==> src/rtl/im_loader_if.sv <==
// Byte-stream loader bus: host-side stream handshake, IM write port and status.
// The loader drives the slave side; the host/debug link (or a bench) drives master.
interface im_loader_if;
  logic        start;
  logic [7:0]  in_data;
  logic        in_valid;
  logic        in_ready;
  logic        im_we;
  logic [10:0] im_idx;
  logic [31:0] im_addr;
  logic [31:0] im_wdata;
  logic        cpu_hold;
  logic        busy;
  logic        done;
  logic        error;

  modport slave (
    input  start, in_data, in_valid,
    output in_ready, im_we, im_idx, im_addr, im_wdata, cpu_hold, busy, done, error
  );

  modport master (
    output start, in_data, in_valid,
    input  in_ready, im_we, im_idx, im_addr, im_wdata, cpu_hold, busy, done, error
  );
endinterface

==> src/rtl/im_loader.sv <==
// Instruction-memory loader. Receives a framed program image as a byte stream
// (16-bit big-endian word count, big-endian data words, XOR checksum byte),
// packs it into 32-bit words and writes them into IM. Holds the CPU in reset
// until a load finishes with a matching checksum.
module im_loader #(
  parameter int unsigned DEPTH = 2048,
  parameter logic [31:0] BASE  = 32'h0000_3000
) (
  input  logic        clk,
  input  logic        reset,
  im_loader_if.slave  bus
);

  typedef enum logic [2:0] {
    S_IDLE,
    S_LEN_HI,
    S_LEN_LO,
    S_DATA,
    S_WRITE,   // one-cycle IM write after the 4th byte of a word
    S_CSUM
  } state_t;

  state_t      r_state, w_next;
  logic [15:0] r_len;
  logic [11:0] r_k;       // 12 bits so a full fill (k == DEPTH) cannot alias to 0
  logic [31:0] r_pack;
  logic [1:0]  r_bcnt;
  logic [7:0]  r_csum;
  logic        r_busy, r_done, r_error, r_hold;

  logic        w_ready;
  logic        w_fire;
  logic [15:0] w_len;
  logic        w_too_long;
  logic        w_last_word;
  logic        w_csum_ok;
  logic [31:0] w_addr;

  assign w_fire      = bus.in_valid & w_ready;
  assign w_len       = {r_len[15:8], bus.in_data};
  assign w_too_long  = (w_len > 16'(DEPTH));
  assign w_last_word = ({4'd0, r_k} == (r_len - 16'd1));
  assign w_csum_ok   = (bus.in_data == r_csum);
  assign w_addr      = BASE + {18'd0, r_k, 2'b00};

  // State register; reset returns to IDLE at once, which also drops im_we.
  // NOTE: sequential state is always assigned with <= so every flop samples
  // pre-edge values regardless of statement order.
  always_ff @(posedge clk or posedge reset) begin
    if (reset) r_state <= S_IDLE;
    else       r_state <= w_next;
  end

  // Next-state and stream-ready decode; a cycle without in_valid holds state.
  // NOTE: every output of this block gets a default first, so no path can
  // leave one unassigned and infer a latch.
  always_comb begin
    w_next  = r_state;
    w_ready = 1'b0;
    case (r_state)
      S_IDLE: begin
        if (bus.start) w_next = S_LEN_HI;
      end
      S_LEN_HI: begin
        w_ready = 1'b1;
        if (bus.in_valid) w_next = S_LEN_LO;
      end
      S_LEN_LO: begin
        w_ready = 1'b1;
        if (bus.in_valid) begin
          if (w_too_long)         w_next = S_IDLE;
          else if (w_len == 16'd0) w_next = S_CSUM;
          else                    w_next = S_DATA;
        end
      end
      S_DATA: begin
        w_ready = 1'b1;
        if (bus.in_valid && r_bcnt == 2'd3) w_next = S_WRITE;
      end
      S_WRITE: begin
        w_next = w_last_word ? S_CSUM : S_DATA;
      end
      S_CSUM: begin
        w_ready = 1'b1;
        if (bus.in_valid) w_next = S_IDLE;
      end
      default: w_next = S_IDLE;
    endcase
  end

  // Datapath: length capture, byte packing, word counter, checksum and status.
  always_ff @(posedge clk or posedge reset) begin
    if (reset) begin
      r_len   <= '0;
      r_k     <= '0;
      r_pack  <= '0;
      r_bcnt  <= '0;
      r_csum  <= '0;
      r_busy  <= 1'b0;
      r_done  <= 1'b0;
      r_error <= 1'b0;
      r_hold  <= 1'b1;
    end else begin
      case (r_state)
        S_IDLE: begin
          if (bus.start) begin
            r_done  <= 1'b0;
            r_error <= 1'b0;
            r_csum  <= '0;
            r_busy  <= 1'b1;
            r_hold  <= 1'b1;
          end
        end
        S_LEN_HI: begin
          if (w_fire) begin
            r_len[15:8] <= bus.in_data;
            r_csum      <= r_csum ^ bus.in_data;
          end
        end
        S_LEN_LO: begin
          if (w_fire) begin
            r_len  <= w_len;
            r_csum <= r_csum ^ bus.in_data;
            r_k    <= '0;
            r_bcnt <= '0;
            if (w_too_long) begin
              r_error <= 1'b1;
              r_busy  <= 1'b0;
            end
          end
        end
        S_DATA: begin
          if (w_fire) begin
            r_pack <= {r_pack[23:0], bus.in_data};
            r_bcnt <= r_bcnt + 2'd1;
            r_csum <= r_csum ^ bus.in_data;
          end
        end
        S_WRITE: begin
          r_k <= r_k + 12'd1;
        end
        S_CSUM: begin
          if (w_fire) begin
            r_done  <= w_csum_ok;
            r_error <= ~w_csum_ok;
            r_hold  <= ~w_csum_ok;
            r_busy  <= 1'b0;
          end
        end
        default: ;
      endcase
    end
  end

  assign bus.in_ready = w_ready;
  assign bus.im_we    = (r_state == S_WRITE);
  assign bus.im_addr  = w_addr;
  assign bus.im_idx   = {~w_addr[12], w_addr[11:2]};
  assign bus.im_wdata = r_pack;
  assign bus.cpu_hold = r_hold;
  assign bus.busy     = r_busy;
  assign bus.done     = r_done;
  assign bus.error    = r_error;

endmodule

==> src/flat_wrapper.sv <==
// flat-port wrapper written by rule: the top's interface ports become plain ports
module im_loader_flat 
#(
  parameter int unsigned DEPTH = 2048,
  parameter logic [31:0] BASE  = 32'h0000_3000
)
  (clk, reset, bus_start, bus_in_data, bus_in_valid, bus_in_ready, bus_im_we, bus_im_idx, bus_im_addr, bus_im_wdata, bus_cpu_hold, bus_busy, bus_done, bus_error);
  im_loader_if bus_i ();
  input  logic clk;
  input  logic reset;
  input wire logic [$bits(bus_i.start)-1:0] bus_start;
  input wire logic [$bits(bus_i.in_data)-1:0] bus_in_data;
  input wire logic [$bits(bus_i.in_valid)-1:0] bus_in_valid;
  output wire logic [$bits(bus_i.in_ready)-1:0] bus_in_ready;
  output wire logic [$bits(bus_i.im_we)-1:0] bus_im_we;
  output wire logic [$bits(bus_i.im_idx)-1:0] bus_im_idx;
  output wire logic [$bits(bus_i.im_addr)-1:0] bus_im_addr;
  output wire logic [$bits(bus_i.im_wdata)-1:0] bus_im_wdata;
  output wire logic [$bits(bus_i.cpu_hold)-1:0] bus_cpu_hold;
  output wire logic [$bits(bus_i.busy)-1:0] bus_busy;
  output wire logic [$bits(bus_i.done)-1:0] bus_done;
  output wire logic [$bits(bus_i.error)-1:0] bus_error;
  assign bus_i.start = bus_start;
  assign bus_i.in_data = bus_in_data;
  assign bus_i.in_valid = bus_in_valid;
  assign bus_in_ready = bus_i.in_ready;
  assign bus_im_we = bus_i.im_we;
  assign bus_im_idx = bus_i.im_idx;
  assign bus_im_addr = bus_i.im_addr;
  assign bus_im_wdata = bus_i.im_wdata;
  assign bus_cpu_hold = bus_i.cpu_hold;
  assign bus_busy = bus_i.busy;
  assign bus_done = bus_i.done;
  assign bus_error = bus_i.error;
  im_loader #(.DEPTH(DEPTH), .BASE(BASE)) u_core (.clk(clk), .reset(reset), .bus(bus_i));
endmodule
==> config.mk <==
export PLATFORM = sky130hd
export DESIGN_NAME = im_loader_flat
export DESIGN_NICKNAME = d
export VERILOG_FILES = /design/src/rtl/im_loader_if.sv /design/src/rtl/im_loader.sv /design/src/flat_wrapper.sv
export SDC_FILE = /design/constraint.sdc
export NUM_CORES = 1
export LEC_CHECK = 0
export BUFFER_PORTS_ARGS = -buffer_cell sky130_fd_sc_hd__buf_2
export CAP_MARGIN = 20
export CORE_ASPECT_RATIO = 0.5
export CORE_UTILIZATION = 35
export CTS_BUF_LIST = sky130_fd_sc_hd__clkbuf_16
export DETAILED_ROUTE_END_ITERATION = 8
export GPL_ROUTABILITY_DRIVEN = 0
export GPL_TIMING_DRIVEN = 0
export PLACE_DENSITY_LB_ADDON = 0.2
export SYNTH_ARGS = -nofsm -noshare
export SYNTH_HDL_FRONTEND = slang
export SYNTH_SLANG_ARGS = --single-unit
==> constraint.sdc <==
create_clock -name clk -period 7.5 [get_ports clk]
set_clock_uncertainty 0.2 [all_clocks]
set_input_delay 0.375 -clock clk [delete_from_list [all_inputs] [get_ports clk]]
set_output_delay 0.375 -clock clk [all_outputs]
set_load 0.03 [all_outputs]
==> out/results.txt, run 1 <==
DRC Markers: 0
Mean routed wirelength per cell: 13.7 um
Min-Delay Path Class: in2reg
First-pass GRT wire length: 15400 um
Placed cell areas: 0.00485 sq mm
Yosys cell types: 46
Worst-Margin Slew: 0.736 ns
Slowest cell on crit path: or4_1
Syn Area/Cell: 10.5 sq um
Site Rows: 27
Vias in the first global route: 2953
Final Hold Viols: 0
Final nets: 520
Worst Setup End Kind: flop
H-Tree Depth: 3
Final period util: 34.9%
Num Clock Sinks: 77
Max Slew Vio Count: 0
First-pass detailed-route iteration total: 4
Critical path type: reg2reg
Pin count of the biggest net entering global routing: 69
Post-synth ARST share: 100%
Die area: 0.0124 sq mm
Status: complete, no violations
Levels on crit path: 9
Number of synthesized flops with an enable pin: 0
Crit Reg-Reg Endpoint: u_core.r_state[2]
R2R Setup Slk: 4.89 ns
Layout area overhead: 23.6%
Top delay family on crit path: simple AND/OR/NAND/NOR gates
Initial Utilization: 37.0%
Post-DP HPWL: 6610 um
Port bufs: 72
Unrepaired setup endpoints after global routing: no
Core ar.: 0.0113 sq mm
Vias: 3141
Routed WL: 9150 um
DRT iter0 DRCs: 126
Crit path cell chain: inv_1, ha_1, nor3b_2, nand2_1, xnor2_1, nor4_2, o211ai_2, or4_1, nand2_1
Synth Cell Area: 0.00419 sq mm
CP startpoint: u_core.r_len[0]
Total track usage: 16.2%
Layout cells sized above 1: 37.5%
Antenna cells: 0
Synth warn: 0
Root Buffer: clkbuf_16
Overflow after GRT: 0
Critical Path Start Type: flop
Pwr/cell area: 466 mW/mm^2
Die extent in y: 79.4 um
Origin of the critical flop-to-flop path: u_core.r_len[0]
Vias per std cell: 4.70
WP buf/inv: 1
Critical Path Max Stage Delay: 0.49 ns
Ys flop type: dfrtp_1
I/O pin count: 93
Post-route setup TNS: 0 ns
Tmin final: 2.61 ns
Worst r2r path cells: 9
Worst-Skew Late Latency: 0.33 ns
Final setup viols: 0
CTS tree: done
Clk pin slew, worst setup/hold paths: 0.06 ns
Clk buf depth: 2
Fillers: 1123
Capture point of the worst path: u_core.r_state[2]
Final Cell Area: 0.00518 sq mm
Leakage power: 2.49 nW
Post-Synthesis Cells: 401
Max cap viols: 0
Register area share after synthesis: 46.0%
Critical Path RT: 7.57 ns
Slew HR: 50.8%
Maximum VDD drop: 213 uV
CTS resizes: 0
Antenna violations before repair: 0
Maximum fanout along the worst path: 5
CTS Buf Count: 9
Maximum clock frequency: 382 MHz
Die width: 157 um
Antenna viol nets, final: 0
Worst EP arrival: 2.69 ns
Synth Register Bits: 77
Crit path top cell by count: nand2_1
## where the power goes
part	total, mW	switching [mW]	internal [mW]
Sequential	0.804	0.197	0.607
Clock	0.466	0.173	0.292
Combinational	1.14	0.678	0.465
Total	2.41	1.05	1.36
## state kept, by name, summed over array words and instances, names as in the netlist
| name | flops |
|---|---|
| u_core.bus.im_wdata | 32 |
| u_core.r_len | 16 |
| u_core.r_k | 12 |
| u_core.r_csum | 8 |
| u_core.r_state | 3 |
| u_core.r_bcnt | 2 |
| u_core.bus.busy | 1 |
| u_core.bus.cpu_hold | 1 |
| u_core.bus.done | 1 |
| u_core.bus.error | 1 |
## placed cells by master, fill, tap and decap left out, types with 4 or more instances in the layout
cell	count
dfrtp_1	76
buf_2	73
mux2_2	48
buf_4	40
nand2_1	35
o21ai_0	25
nand3_1	22
conb_1	19
a21oi_1	16
nor2_1	14
clkbuf_1	12
xor2_1	11
nor2b_1	10
inv_1	10
xnor2_1	10
clkbuf_16	9
nor4_1	8
mux2i_1	6
a22o_1	4
nor3_1	4
nand2b_1	4
a21o_1	4
ha_1	4
## layer usage
metal  wire length [um]  vias up  part of all wire (%)  track usage (%)
met5                  0        -                     0                0
met4                 96        0                   1.0             4.41
met3                512        8                   5.6             4.34
met2               3910       97                    43             25.2
met1               4640     1482                    51             22.2
li1                   -     1554                     -                -
## metrics by stage
step	hold slack, ns	instances	utilization [%]	worst slack, ns	total power, mW
final	0.170	668	45.8	4.89	2.41
after floorplan	0.253	419	-	4.96	1.66
after CTS	0.162	668	45.8	4.85	2.44
after global placement	0.254	650	42.6	3.90	1.94
after detailed placement	0.0933	651	42.8	4.87	1.96
after global routing	0.174	668	45.8	4.67	2.59
## synth_stat cells, types with 2 or more instances
cell       instances  area [sq um]
o2111ai_1          2          17.5
nor2_1            14          52.6
a31oi_1            3          18.8
a22o_1             4          35.0
nor3b_2            2          25.0
mux2_2            48           541
nor2b_1           10          62.6
clkbuf_1          12          45.0
o21ai_0           25           125
mux2i_1            6          60.1
xor2_1            11          96.3
nand2b_1           4          25.0
inv_1             11          41.3
or2_2              3          18.8
buf_4             40           300
ha_1               4          50.1
xnor2_1           10          87.6
nor4_1             8          50.1
nor4_4             2          42.5
nand3b_1           2          15.0
a21oi_1           16          80.1
dfrtp_1           76          1900
and3_1             3          18.8
nor3b_1            2          15.0
nand2_1           35           131
a21o_1             4          30.0
nor3_1             4          20.0
nand3_1           22           110
## layout make-up
cell class | instances | area, sq um | area share (%)
plain buffers | 53 | 350 | 6.76
repair buffers | 74 | 398 | 7.68
inverters | 11 | 43.8 | 0.846
multi-input cells | 278 | 1940 | 37.4
flip-flops and latches | 77 | 1930 | 37.2
well taps | 159 | 199 | 3.84
clock buffers | 9 | 225 | 4.35
clock inverters | 7 | 95.1 | 1.84
## worst reg2reg max path, delay by kind of cell (launching register included)
kind | cells | cell delay, ns
buf+inv | 1 | 0.08
fa+ha+maj | 1 | 0.21
flops | 1 | 0.43
simple gates | 5 | 1.36
compound gates | 1 | 0.14
xor+xnor | 1 | 0.15
## worst min path at each step
stage	start	slack [ns]	cells past startpoint	end
6_report	bus_in_data[7]	0.17	2	u_core.bus.im_wdata[7]
5_1_grt	bus_in_data[7]	0.17	2	u_core.r_len[7]
4_1_cts	bus_in_data[7]	0.16	2	u_core.bus.im_wdata[7]
3_5_place_dp	reset	0.09	2	u_core.r_k[4]
3_3_place_gp	u_core.bus.cpu_hold	0.25	2	u_core.bus.cpu_hold
2_1_floorplan	u_core.r_bcnt[1]	0.25	2	u_core.r_bcnt[1]
## kinds of logic after synthesis
kind of cell / after synthesis / share of synthesized area [%]
AND/OR/NAND/NOR: 119 / 15.8
AO/OA/AOI/OAI: 61 / 8.90
flip-flops: 77 / 46.0
multiplexers: 54 / 14.3
other: 1 / 0.0895
XOR/XNOR: 21 / 4.39
buffers and inverters: 64 / 9.34
adder cells (fa/ha/maj): 4 / 1.19
## repair_timing
| item | in CTS | in global routing |
|---|---|---|
| endpoints found under the hold margin | 9 | 0 |
| setup endpoints to repair | 0 | 0 |
| buffers inserted | 0 | 0 |
| hold buffers | 1 | 0 |
Note: power is estimated with default switching activity, not from simulation.
==> inputs of run 2 (changes only) <==
==> constraint.sdc (replaced) <==
create_clock -name clk -period 2.7 [get_ports clk]
set_clock_uncertainty 0.2 [all_clocks]
set_input_delay 0.135 -clock clk [delete_from_list [all_inputs] [get_ports clk]]
set_output_delay 0.135 -clock clk [all_outputs]
set_load 0.03 [all_outputs]
==> run 2 against run 1 <==
Against the previous run: the flow now finishes with violations (hold timing); critical endpoint unchanged; die area unchanged; critical path type unchanged; largest power group unchanged; via count increased by 1.0%; worst setup slack got worse by 4.7 ns.
==> out/results.txt, run 2 (same netlist as run 1, synthesis figures left out) <==
Max reg flops: 32
Final period util: 92.3%
CP startpoint: u_core.r_len[0]
Final nets: 529
Clock share of power: 19.2%
Antenna cells: 0
Port bufs: 72
I/O pin count: 93
Site Rows: 27
Critical Path RT: 2.77 ns
Post-DP HPWL: 6610 um
Layout cells sized above 1: 37.3%
Overflow after GRT: 0
Leakage power: 2.53 nW
Die area: 0.0124 sq mm
Vias per std cell: 4.69
Final Cell Area: 0.00527 sq mm
Clk buf depth: 2
HP Start: bus_in_data[2]
Final setup viols: 0
Critical path type: reg2reg
Layout area overhead: 25.7%
Die width: 157 um
Maximum VDD drop: 591 uV
Pin count of the biggest net entering global routing: 69
Root Buffer: clkbuf_16
Max cap viols: 0
H-Tree Depth: 3
Switch Pwr: 2.92 mW
CTS Buf Count: 9
Worst EP arrival: 2.56 ns
CTS tree: done
Final Util: 46.6%
Worst Setup End Kind: flop
Tmin final: 2.49 ns
R2R Setup Slk: 0.21 ns
Vias: 3173
Maximum clock frequency: 401 MHz
Pwr/cell area: 1280 mW/mm^2
Crit path cell chain: inv_1, ha_1, nor3b_4, buf_4, nand2_4, nor3_1, nor4_2, o211ai_2, or4_1, nand2_1
Mean routed wirelength per cell: 13.6 um
Net Sw Frac: 43.4%
Worst-Margin Slew: 0.721 ns
Num Clock Sinks: 77
Antenna violations before repair: 0
Placed cell areas: 0.00485 sq mm
DRT iter0 DRCs: 160
Maximum fanout along the worst path: 5
Final Hold Viols: 3
Unrepaired setup endpoints after global routing: no
Hold slack final: -0.00363 ns
Most common cell after layout, fill and taps aside: dfrtp_1
Clk pin slew, worst setup/hold paths: 0.06 ns
Core ar.: 0.0113 sq mm
Critical Path Max Stage Delay: 0.49 ns
Vias in the first global route: 2979
Failing checks: hold timing
Antenna viol nets, final: 0
First-pass GRT wire length: 15500 um
Slowest cell on crit path: or4_1
Power share of the sequential group: 33.2%
Max Slew Vio Count: 0
Total track usage: 16.2%
Initial Utilization: 37.0%
Status: complete, but fails checks
Comb pwr share: 47.6%
Most frequent cells in the layout: 76 x dfrtp_1, 73 x buf_2, 48 x mux2_2
Internal power: 3.81 mW
Origin of the critical flop-to-flop path: u_core.r_len[0]
Min-Delay Path Class: in2reg
First-pass detailed-route iteration total: 4
Worst-Skew Late Latency: 0.33 ns
DRC Markers: 0
Die extent in y: 79.4 um
Slew HR: 51.8%
Critical Path Start Type: flop
Routed WL: 9190 um
run 2: routing by layer:
layer,wire [um],global-route usage (%)
met4,96,4.41
met2,3970,25.3
met5,0,0
met1,4670,22.2
met3,450,4.34
run 2: layout make-up:
cell class | count | area, sq um
clock buffer | 9 | 225
clock inverter | 7 | 95.1
fill | 1110 | 6050
sequential | 77 | 1930
inverter | 11 | 43.8
multi-input combinational | 278 | 1950
buffer | 53 | 350
timing repair buffer | 83 | 483
tap | 159 | 199
run 2: repair_timing:
action,4_1_cts,5_1_grt
buffers inserted,0,2
hold buffers,8,0
resized for setup,0,1
setup endpoints to repair,0,2
endpoints found under the hold margin,95,0
run 2: worst max-delay path: cells and delay by family, from the launching register on:
kind / cells / cell delay (ns)
adders and majority gates: 1 / 0.25
and+or+nand+nor: 6 / 1.21
DFF: 1 / 0.42
buffers and inverters: 2 / 0.21
AOI/OAI and AO/OA: 1 / 0.14
run 2: final timing paths:
| path | cells after the start | end |
|---|---|---|
| hold reg to reg | 2 | u_core.bus.cpu_hold |
| hold / removal | 2 | u_core.bus.im_wdata[2] |
| setup reg to reg | 10 | u_core.r_state[2] |
| max in group asynchronous | 4 | u_core.bus.cpu_hold |
| setup / recovery | 10 | u_core.r_state[2] |
| min in group asynchronous | 3 | u_core.r_k[4] |
run 2: metrics by stage:
stage	hold WS, ns	instances	setup WS, ns	setup TNS [ns]	power (mW)
floorplan	0.0856	419	0.298	0	4.62
global placement	0.254	650	-0.656	-49.19	5.40
detailed placement	-0.147	651	0.0662	0	5.44
CTS	0.000949	675	0.0451	0	6.78
global route	0.0215	677	0.0283	0	7.24
finish	-0.00363	677	0.208	0	6.74
run 2: power by group through the flow:
stage / Clock [mW] / Combinational, mW / Sequential [mW]
after floorplan: 0 / 1.99 / 2.62
after global placement: 0 / 3.16 / 2.24
after detailed placement: 0 / 3.20 / 2.25
after CTS: 1.33 / 3.22 / 2.24
after global routing: 1.37 / 3.51 / 2.35
final: 1.29 / 3.21 / 2.24
==> inputs of run 3 (changes only) <==
--- a/config.mk
+++ b/config.mk
@@ -13,7 +13,8 @@
 export DETAILED_ROUTE_END_ITERATION = 8
 export GPL_ROUTABILITY_DRIVEN = 0
 export GPL_TIMING_DRIVEN = 0
-export PLACE_DENSITY_LB_ADDON = 0.2
+export PLACE_DENSITY = 0.67
+export SKIP_LAST_GASP = 1
 export SYNTH_ARGS = -nofsm -noshare
 export SYNTH_HDL_FRONTEND = slang
 export SYNTH_SLANG_ARGS = --single-unit
==> run 3 against run 2 <==
Against the previous run: the run now ends clean; register-to-register slack got worse by 0.04 ns; power down 2.3%; fmax fell by 1.8%; largest power group unchanged.
==> out/results.txt, run 3 (same netlist as run 1, synthesis figures left out) <==
Min-Delay Path Depth: 2
Final Util: 46.1%
Final nets: 527
Die width: 157 um
Most common cell after layout, fill and taps aside: dfrtp_1
Critical Path Start Type: flop
Antenna violations before repair: 0
Core ar.: 0.0113 sq mm
Root Buffer: clkbuf_16
Pwr/cell area: 1260 mW/mm^2
Placed cell areas: 0.00485 sq mm
Slew HR: 51.4%
Vias: 3169
Final Hold Viols: 0
Worst-Skew Late Latency: 0.34 ns
Overflow after GRT: 0
Max reg flops: 32
Final Cell Area: 0.00521 sq mm
Layout cells sized above 1: 37.2%
Clk pin slew, worst setup/hold paths: 0.07 ns
Die area: 0.0124 sq mm
Maximum fanout along the worst path: 5
Num Clock Sinks: 77
Worst Setup End Kind: flop
Antenna viol nets, final: 0
Critical Path RT: 2.78 ns
Total track usage: 15.7%
Mean routed wirelength per cell: 13.5 um
Port bufs: 72
Pin count of the biggest net entering global routing: 59
Vias in the first global route: 2952
DRC Markers: 0
Final period util: 93.9%
Final setup viols: 0
Tmin final: 2.54 ns
Status: complete, no violations
Critical path type: reg2reg
Post-route setup TNS: 0 ns
Tot Pwr: 6.58 mW
Initial Utilization: 37.0%
Worst-Margin Slew: 0.727 ns
Max cap viols: 0
Min-Delay Path Class: in2reg
Site Rows: 27
Maximum clock frequency: 394 MHz
I/O pin count: 93
Worst EP arrival: 2.62 ns
Die extent in y: 79.4 um
Most frequent cells in the layout: 76 x dfrtp_1, 73 x buf_2, 48 x mux2_2
Routed WL: 9100 um
CTS tree: done
First-pass detailed-route iteration total: 4
Hold slack final: 0.00537 ns
Max Slew Vio Count: 0
Leakage power: 2.51 nW
Vias per std cell: 4.69
Post-DP HPWL: 6740 um
Layout area overhead: 24.4%
H-Tree Depth: 3
Unrepaired setup endpoints after global routing: no
Clk buf depth: 2
CTS Buf Count: 9
Antenna cells: 0
DRT iter0 DRCs: 118
First-pass GRT wire length: 14800 um
R2R Setup Slk: 0.16 ns
Worst r2r path cells: 9
Maximum VDD drop: 447 uV
[run 3: changes by cell type in the layout (fill, tap and decap cells not counted), sizes merged]
cell	delta
inv	+3
clkinvlp	+1
bufinv	-2
dlygate4sd3	-1
clkinv	-2
buf	-1
[run 3: power breakdown]
part	internal (mW)	total [mW]	switching, mW	leakage [nW]
Sequential	1.68	2.23	0.549	0.962
Clock	0.633	1.14	0.504	0.139
Combinational	1.31	3.21	1.90	1.41
Total	3.63	6.58	2.95	2.51
[run 3: area by class of cell]
type	instances	area, sq um
clock inverter	7	55.1
sequential	77	1930
buffer	53	350
clock buffer	9	225
multi-input combinational	278	1950
fill	1086	6100
tap	159	199
inverter	11	43.8
timing repair buffer	81	465
[run 3: worst max-delay path: stages (launching register included)]
cell       delay (ns)
dfrtp_1          0.43
inv_1            0.08
ha_1             0.21
nor3b_4          0.25
buf_4            0.17
nand2_4          0.07
o21ai_0          0.21
o2111ai_1        0.21
or4_1            0.57
nand2_1          0.09
[run 3: routing by layer]
metal,GRT usage (%),up-vias,share of wire (%)
li1,-,1570,-
met1,20.1,1517,48
met2,25.2,70,46
met3,4.29,12,4.7
met4,6.18,0,1.3
met5,0,-,0
[run 3: through the flow]
| stage | setup slack [ns] | instances |
|---|---|---|
| 5_1_grt | 0.0101 | 675 |
| 3_5_place_dp | 0.0395 | 651 |
| 3_3_place_gp | -0.580 | 650 |
| 6_report | 0.164 | 675 |
| 2_1_floorplan | 0.298 | 419 |
| 4_1_cts | 0.0258 | 674 |
[run 3: final timing paths]
| check | from | to |
|---|---|---|
| setup / recovery | u_core.r_len[0] | u_core.r_state[2] |
| hold / removal | bus_in_data[5] | u_core.bus.im_wdata[5] |
| setup reg to reg | u_core.r_len[0] | u_core.r_state[2] |
| hold reg to reg | u_core.bus.cpu_hold | u_core.bus.cpu_hold |
| max in group asynchronous | reset | u_core.r_csum[2] |
| min in group asynchronous | reset | u_core.r_k[3] |
[run 3: repair_timing]
action                                  in CTS  in global routing
resized for setup                            0                  1
hold buffers                                 7                  0
endpoints found under the setup margin       0                  2
buffers inserted                             0                  1
hold endpoints to repair                    93                  0
